File: src/rtl/rv_test_mon_pkg.sv
// Shared types and constants for the ISA test signature monitor:
// FSM state encoding, default PASS/FAIL signatures and the register
// indices that carry the verdict (a7 = x17) and the failing case (a0 = x10).
package rv_test_mon_pkg;

  typedef enum logic [2:0] {
    RUN          = 3'd0,
    ARMED        = 3'd1,
    DONE_PASS    = 3'd2,
    DONE_FAIL    = 3'd3,
    DONE_TIMEOUT = 3'd4
  } mon_state_e;

  localparam logic [31:0] DEF_PASS_SIG = 32'h0D00_0721;
  localparam logic [31:0] DEF_FAIL_SIG = 32'h0191_9810;

  localparam logic [4:0] REG_A0 = 5'd10;
  localparam logic [4:0] REG_A7 = 5'd17;

  // True for the absorbing verdict states.
  function automatic logic is_done_state(input mon_state_e s);
    return (s == DONE_PASS) || (s == DONE_FAIL) || (s == DONE_TIMEOUT);
  endfunction

endpackage

File: src/rtl/rv_wb_shadow.sv
// Shadow copy of one architectural register, built by snooping the
// register-file writeback port. Writes to x0 never land, and the copy
// stops following the port once freeze_i is raised.
module rv_wb_shadow #(
  parameter logic [4:0] IDX = 5'd0
) (
  input  logic        clk,
  input  logic        rst,
  input  logic        wb_en_i,
  input  logic [4:0]  wb_rd_i,
  input  logic [31:0] wb_data_i,
  input  logic        freeze_i,
  output logic [31:0] shadow_o
);

  logic [31:0] shadow_q;
  logic        take_s;

  assign take_s = wb_en_i && (wb_rd_i == IDX) && (IDX != 5'd0) && !freeze_i;

  // Capture the committed value of the tracked register.
  always_ff @(posedge clk or posedge rst) begin
    if (rst) begin
      shadow_q <= 32'd0;
    end else if (take_s) begin
      shadow_q <= wb_data_i;
    end
  end

  assign shadow_o = shadow_q;

endmodule

File: src/rtl/rv_test_monitor.sv
// ISA test signature monitor. Watches the writeback port for a PASS or
// FAIL signature in x17, requires it to stay put for CONFIRM_CYCLES
// cycles, then latches a sticky verdict, the x10 value and the cycle count.
// Optional timeout verdict: define TEST_MON_TIMEOUT_EN.
module rv_test_monitor
  import rv_test_mon_pkg::*;
#(
  parameter logic [31:0] PASS_SIG       = DEF_PASS_SIG,
  parameter logic [31:0] FAIL_SIG       = DEF_FAIL_SIG,
  parameter int unsigned CONFIRM_CYCLES = 3,
  parameter int unsigned TIMEOUT_CYCLES = 10000,
  parameter int unsigned CYC_W          = 32
) (
  input  logic             clk,
  input  logic             rst,
  input  logic             wb_en,
  input  logic [4:0]       wb_rd,
  input  logic [31:0]      wb_data,
  output logic             done,
  output logic             pass,
  output logic             fail,
  output logic             timeout,
  output logic [31:0]      fail_case,
  output logic [CYC_W-1:0] cycle_count
);

  localparam int unsigned CNT_W       = $clog2(CONFIRM_CYCLES + 1) + 1;
  localparam logic        CONFIRM_ONE = (CONFIRM_CYCLES <= 32'd1);

  mon_state_e       state_q;
  logic [31:0]      sig_q;
  logic [CNT_W-1:0] cnt_q;
  logic             done_q;
  logic             pass_q;
  logic             fail_q;
  logic [31:0]      fail_case_q;
  logic [CYC_W-1:0] cycle_count_q;

  logic [31:0] a0_s;
  logic [31:0] a7_s;
  logic        freeze_s;
  logic        a7_is_sig_s;
  logic        a7_is_pass_s;
  logic        reached_s;
  logic        verdict_s;

  assign freeze_s     = is_done_state(state_q);
  assign a7_is_pass_s = (a7_s == PASS_SIG);
  assign a7_is_sig_s  = a7_is_pass_s || (a7_s == FAIL_SIG);
  assign reached_s    = (32'(cnt_q) + 32'd1) >= 32'(CONFIRM_CYCLES);

  rv_wb_shadow #(.IDX(REG_A0)) u_a0 (
    .clk       (clk),
    .rst       (rst),
    .wb_en_i   (wb_en),
    .wb_rd_i   (wb_rd),
    .wb_data_i (wb_data),
    .freeze_i  (freeze_s),
    .shadow_o  (a0_s)
  );

  rv_wb_shadow #(.IDX(REG_A7)) u_a7 (
    .clk       (clk),
    .rst       (rst),
    .wb_en_i   (wb_en),
    .wb_rd_i   (wb_rd),
    .wb_data_i (wb_data),
    .freeze_i  (freeze_s),
    .shadow_o  (a7_s)
  );

  // Decide whether this cycle confirms a PASS/FAIL verdict.
  always_comb begin
    verdict_s = 1'b0;
    case (state_q)
      RUN:     verdict_s = a7_is_sig_s && CONFIRM_ONE;
      ARMED:   verdict_s = (a7_s == sig_q) && reached_s;
      default: verdict_s = 1'b0;
    endcase
  end

`ifdef TEST_MON_TIMEOUT_EN
  logic timeout_q;
  logic timeout_hit_s;
  assign timeout_hit_s = (cycle_count_q == CYC_W'(TIMEOUT_CYCLES - 32'd1));
  assign timeout       = timeout_q;
`else
  localparam int unsigned timeout_cycles_unused = TIMEOUT_CYCLES;
  assign timeout = 1'b0;
`endif

  // Monitor FSM with its registered verdict outputs and cycle counter.
  always_ff @(posedge clk or posedge rst) begin
    if (rst) begin
      state_q       <= RUN;
      sig_q         <= 32'd0;
      cnt_q         <= '0;
      done_q        <= 1'b0;
      pass_q        <= 1'b0;
      fail_q        <= 1'b0;
      fail_case_q   <= 32'd0;
      cycle_count_q <= '0;
`ifdef TEST_MON_TIMEOUT_EN
      timeout_q     <= 1'b0;
`endif
    end else if (!freeze_s) begin
      if (cycle_count_q != '1) begin
        cycle_count_q <= cycle_count_q + CYC_W'(1);
      end
      if (verdict_s) begin
        state_q     <= a7_is_pass_s ? DONE_PASS : DONE_FAIL;
        done_q      <= 1'b1;
        pass_q      <= a7_is_pass_s;
        fail_q      <= !a7_is_pass_s;
        fail_case_q <= a0_s;
      end
`ifdef TEST_MON_TIMEOUT_EN
      else if (timeout_hit_s) begin
        state_q     <= DONE_TIMEOUT;
        done_q      <= 1'b1;
        timeout_q   <= 1'b1;
        fail_case_q <= 32'd0;
      end
`endif
      else begin
        case (state_q)
          RUN: begin
            if (a7_is_sig_s) begin
              state_q <= ARMED;
              sig_q   <= a7_s;
              cnt_q   <= CNT_W'(1);
            end else begin
              cnt_q   <= '0;
            end
          end
          ARMED: begin
            if (a7_s == sig_q) begin
              cnt_q   <= cnt_q + CNT_W'(1);
            end else if (a7_is_sig_s) begin
              sig_q   <= a7_s;
              cnt_q   <= CNT_W'(1);
            end else begin
              state_q <= RUN;
              cnt_q   <= '0;
            end
          end
          default: state_q <= RUN;
        endcase
      end
    end
  end

  assign done        = done_q;
  assign pass        = pass_q;
  assign fail        = fail_q;
  assign fail_case   = fail_case_q;
  assign cycle_count = cycle_count_q;

endmodule
File: config.mk
export PLATFORM = sky130hd
export DESIGN_NAME = rv_test_monitor
export DESIGN_NICKNAME = d
export VERILOG_FILES = /design/src/rtl/rv_test_mon_pkg.sv /design/src/rtl/rv_wb_shadow.sv /design/src/rtl/rv_test_monitor.sv
export SDC_FILE = /design/constraint.sdc
export NUM_CORES = 1
export LEC_CHECK = 0
export ABC_CLOCK_PERIOD_IN_PS = 16000
export CORE_MARGIN = 2
export CORE_UTILIZATION = 45
export DETAILED_ROUTE_END_ITERATION = 12
export PLACE_DENSITY = 0.68
export REMOVE_ABC_BUFFERS = 1
export SLEW_MARGIN = 30
export SYNTH_ARGS = -nofsm -noshare
export SYNTH_HDL_FRONTEND = slang
export SYNTH_SLANG_ARGS = --single-unit
File: constraint.sdc
create_clock -name clk -period 16 [get_ports clk]
set_input_delay 4 -clock clk [delete_from_list [all_inputs] [get_ports clk]]
set_output_delay 4 -clock clk [all_outputs]
set_load 0.005 [all_outputs]
==> metrics.md <==
| Metric | Value |
|---|---|
| CTS Hold Buffers Added | 0 |
| Cell family with most CP delay | buffers and inverters |
| Synth Register Bits | roughly 170 |
| Row count | between 40 and 50 |
| Die area | between 15000 and 20000 um^2 |
| Routed len/inst | ~16 um |
| Routed vias/inst | 5.08 |
| Bufs and invs on worst path | 1 |
| Residual DRC | 0 |
| Area Overhead vs Synth | 26.9% |
| Final setup fails | 0 |
| Post-synth top area cell | dfrtp_1 |
| Setup crit start kind | flop |
| Clk_lat worst skew | about 0.42 ns |
| TNS Setup | 0 ns |
| Setup WS pre-CTS | 9.92 ns |
| Final worst slack | 10.57 ns |
| Post_cts resized | 0 |
| Worst r2r path cells | 6 |
| Fin. Hold Viols | 0 |
| Arrival time worst endpoint | 1.43 ns |
| Ys flop type | dfrtp_1 |
| Seq/Total Area, Yosys | between 50 and 60% |
| Hold Path Depth | 1 |
| Slew Viols, Final | 0 |
| HPWL Detailed | 9.22 mm |
| Initial Utilization | 46.2% |
| Clock Path Buffers | 2 |
| CTS sink count | 168 |
| Reg area | approximately 4200 um^2 |
| Pin count of the biggest net entering global routing | approximately 110 |
| DR WL met2 | between 6 and 7 mm |
| Initial antenna violation count | 0 |
| Drt total wl | around 14 mm |
| Max IR drop VDD | roughly 0.064 mV |
| Asr flop ratio synth | 100% |
| IO Count | about 110 |
| YS warnings | 0 |
| HP Class | flop to flop |
| RSZ-0062 raised after global routing | no |
| Cells taking the most area after synthesis | dfrtp_1 59%, mux2_2 16%, xnor2_1 5.7%, mux2_4 2.5%, xor2_1 2.1% |
| Slowest-stage cell, CP | clkdlybuf4s50_1 |
| Starting DRT DRC Count | between 150 and 200 |
| Num CTS Buffers | 17 |
| CP Data Required Time | roughly 12 ns |
| DR top layer | met4 |
| Post-synth top cells | 168 x dfrtp_1, 99 x mux2_2, 46 x xnor2_1 |
| Fraction of layout instances using a drive strength above 1 | between 20% and 30% |
| Global-route wire length before repair | 22.8 mm |
| Aggregate global-route resource usage | roughly 17% |
| Tcrit/Tclk final | 34.0% |
| Gpl congestion | around 0.77 |
| Max-slew headroom | 47.0% |
| Met3 routed WL | approximately 700 um |
| Setup crit start | cycle_count[26] |
| DRT Pass-1 Iters | 4 |
| Crit. End Element | primary output |
| Distinct cells, synth | 44 |
| Max incr delay on CP | 0.54 ns |
| CTS tree | yes |
| Leak | between 4 and 5 nW |
| Peak fanout along the critical path | 7 |
| Post-Syn Area | between 7000 and 8000 um^2 |
| Final nets | about 670 |
| # port buffers | approximately 110 |
| Number of max-cap violations | 0 |
| Fillers | between 1000 and 1500 |
| Die height | ~130 um |
| Avg Inst Size Synth | 13.8 um^2 |
| Power Total | approximately 1.0 mW |
| Routed vias | between 4000 and 5000 |
| Critical Path, Cell by Cell | clkdlybuf4s50_1 |
| H-tree Lvls | 4 |
| Ratio of total power to cell area | around 110 nW/um^2 |
| Post-synthesis cell count | approximately 520 |
| Post-CTS Setup Bufs | 0 |
| Post-synth EDFFs | 0 |
| Area occupied by multi-input gates | 2750 um^2 |
| Ant. Diodes | 0 |
| Final design utilization | between 50% and 60% |
| Fin Hold WS | ~0.47 ns |
| Root buf cell | clkbuf_16 |
| Max Freq | around 180 MHz |
| Most common cell in the netlist | dfrtp_1 |
| Worst Skew | ~0.0067 ns |
| Clock-pin slew on the worst setup and hold paths | ~0.060 ns |
| Post-layout min period | about 5.4 ns |
| Hold_sp | done |
| Global route overflow | 0 |
| Metal-1 WL | slightly above 6 mm |
| Instance count on the critical path | 1 |
| Die Width | 129 um |
| Core Box Area | 15300 um^2 |
| Worst-Margin Slew | 0.795 ns |
| Reg2reg start | u_a7.shadow_o[2] |
| Vias in the first global route | approximately 4500 |
| Final ANT Viol Nets | 0 |
| Share of the synthesized area in the top cell type | ~59% |
| Setup CP Type | flop to primary output |
| Status | finished, final reports clean |
[layout by cell type (no fill, tap or decap), drive strengths merged, types with 4 or more instances in the layout]
cell type	synthesis	final
clkbuf	8	23
nor4	11	11
bufinv	0	5
inv	9	9
and2	17	17
nor3	8	8
clkdlybuf4s50	0	106
xnor2	46	46
nand2	17	17
xor2	17	17
dfrtp	168	168
nor2	22	22
mux2	112	112
nand4	22	22
nand2b	4	4
and3	6	6
nand3	15	15
[registers in the layout (all words and copies together), names as in the netlist]
| register | count |
|---|---|
| done | 1 |
| state_q | 2 |
| cycle_count | 32 |
| u_a0.shadow_o | 32 |
| cnt_q | 3 |
| sig_q | 32 |
| fail_case | 32 |
| u_a7.shadow_o | 32 |
| pass | 1 |
| fail | 1 |
[metrics by stage]
stage | cells | instance area (um^2)
4_1_cts | 849 | 8980
3_3_place_gp | 818 | 8330
5_1_grt | 849 | 8980
3_5_place_dp | 818 | 8330
6_report | 849 | 8980
2_1_floorplan | 498 | 6980
[per-layer routing]
layer  global-route usage [%]  vias up
met4                     7.02        0
met3                     3.96       24
met1                     23.3     2155
met2                     27.8      124
li1                         -     2010
met5                        0        -
[cell type report]
cell class | count | share of cell area, %
clock buffer | 23 | 5.32
tap | 211 | 2.94
inverter | 9 | 0.460
sequential | 168 | 46.8
multi-input combinational | 321 | 30.6
clock inverter | 8 | 1.87
timing repair buffer | 109 | 12.1
[final timing paths]
kind                                        end  slack, ns
worst max-delay path            cycle_count[26]      10.57
worst min-delay path                       done       0.47
worst max register to register       state_q[0]      13.32
worst min register to register             done       0.47
max in group asynchronous          fail_case[9]      10.60
min in group asynchronous       cycle_count[15]       4.12
[power by group]
part	total (mW)	internal [mW]	switching (mW)
Combinational	0.0777	0.0472	0.0305
Clock	0.445	0.288	0.157
Sequential	0.484	0.456	0.0278
[logic make-up (layout without fill, tap and decap cells)]
kind of cell               count (synthesis)  in the layout  share of synthesized area, %
DFF                                      168            168                          59.4
and+or+nand+nor                          134            134                          10.8
muxes                                    112            112                          18.4
xor gates and xnor gates                  63             63                          7.79
buffers and inverters                     26            149                          1.93
AOI/OAI and AO/OA                          9              9                          1.24
adders and majority gates                  2              2                         0.353
other                                      1              1                        0.0530
Note: power is estimated with default switching activity, not from simulation.
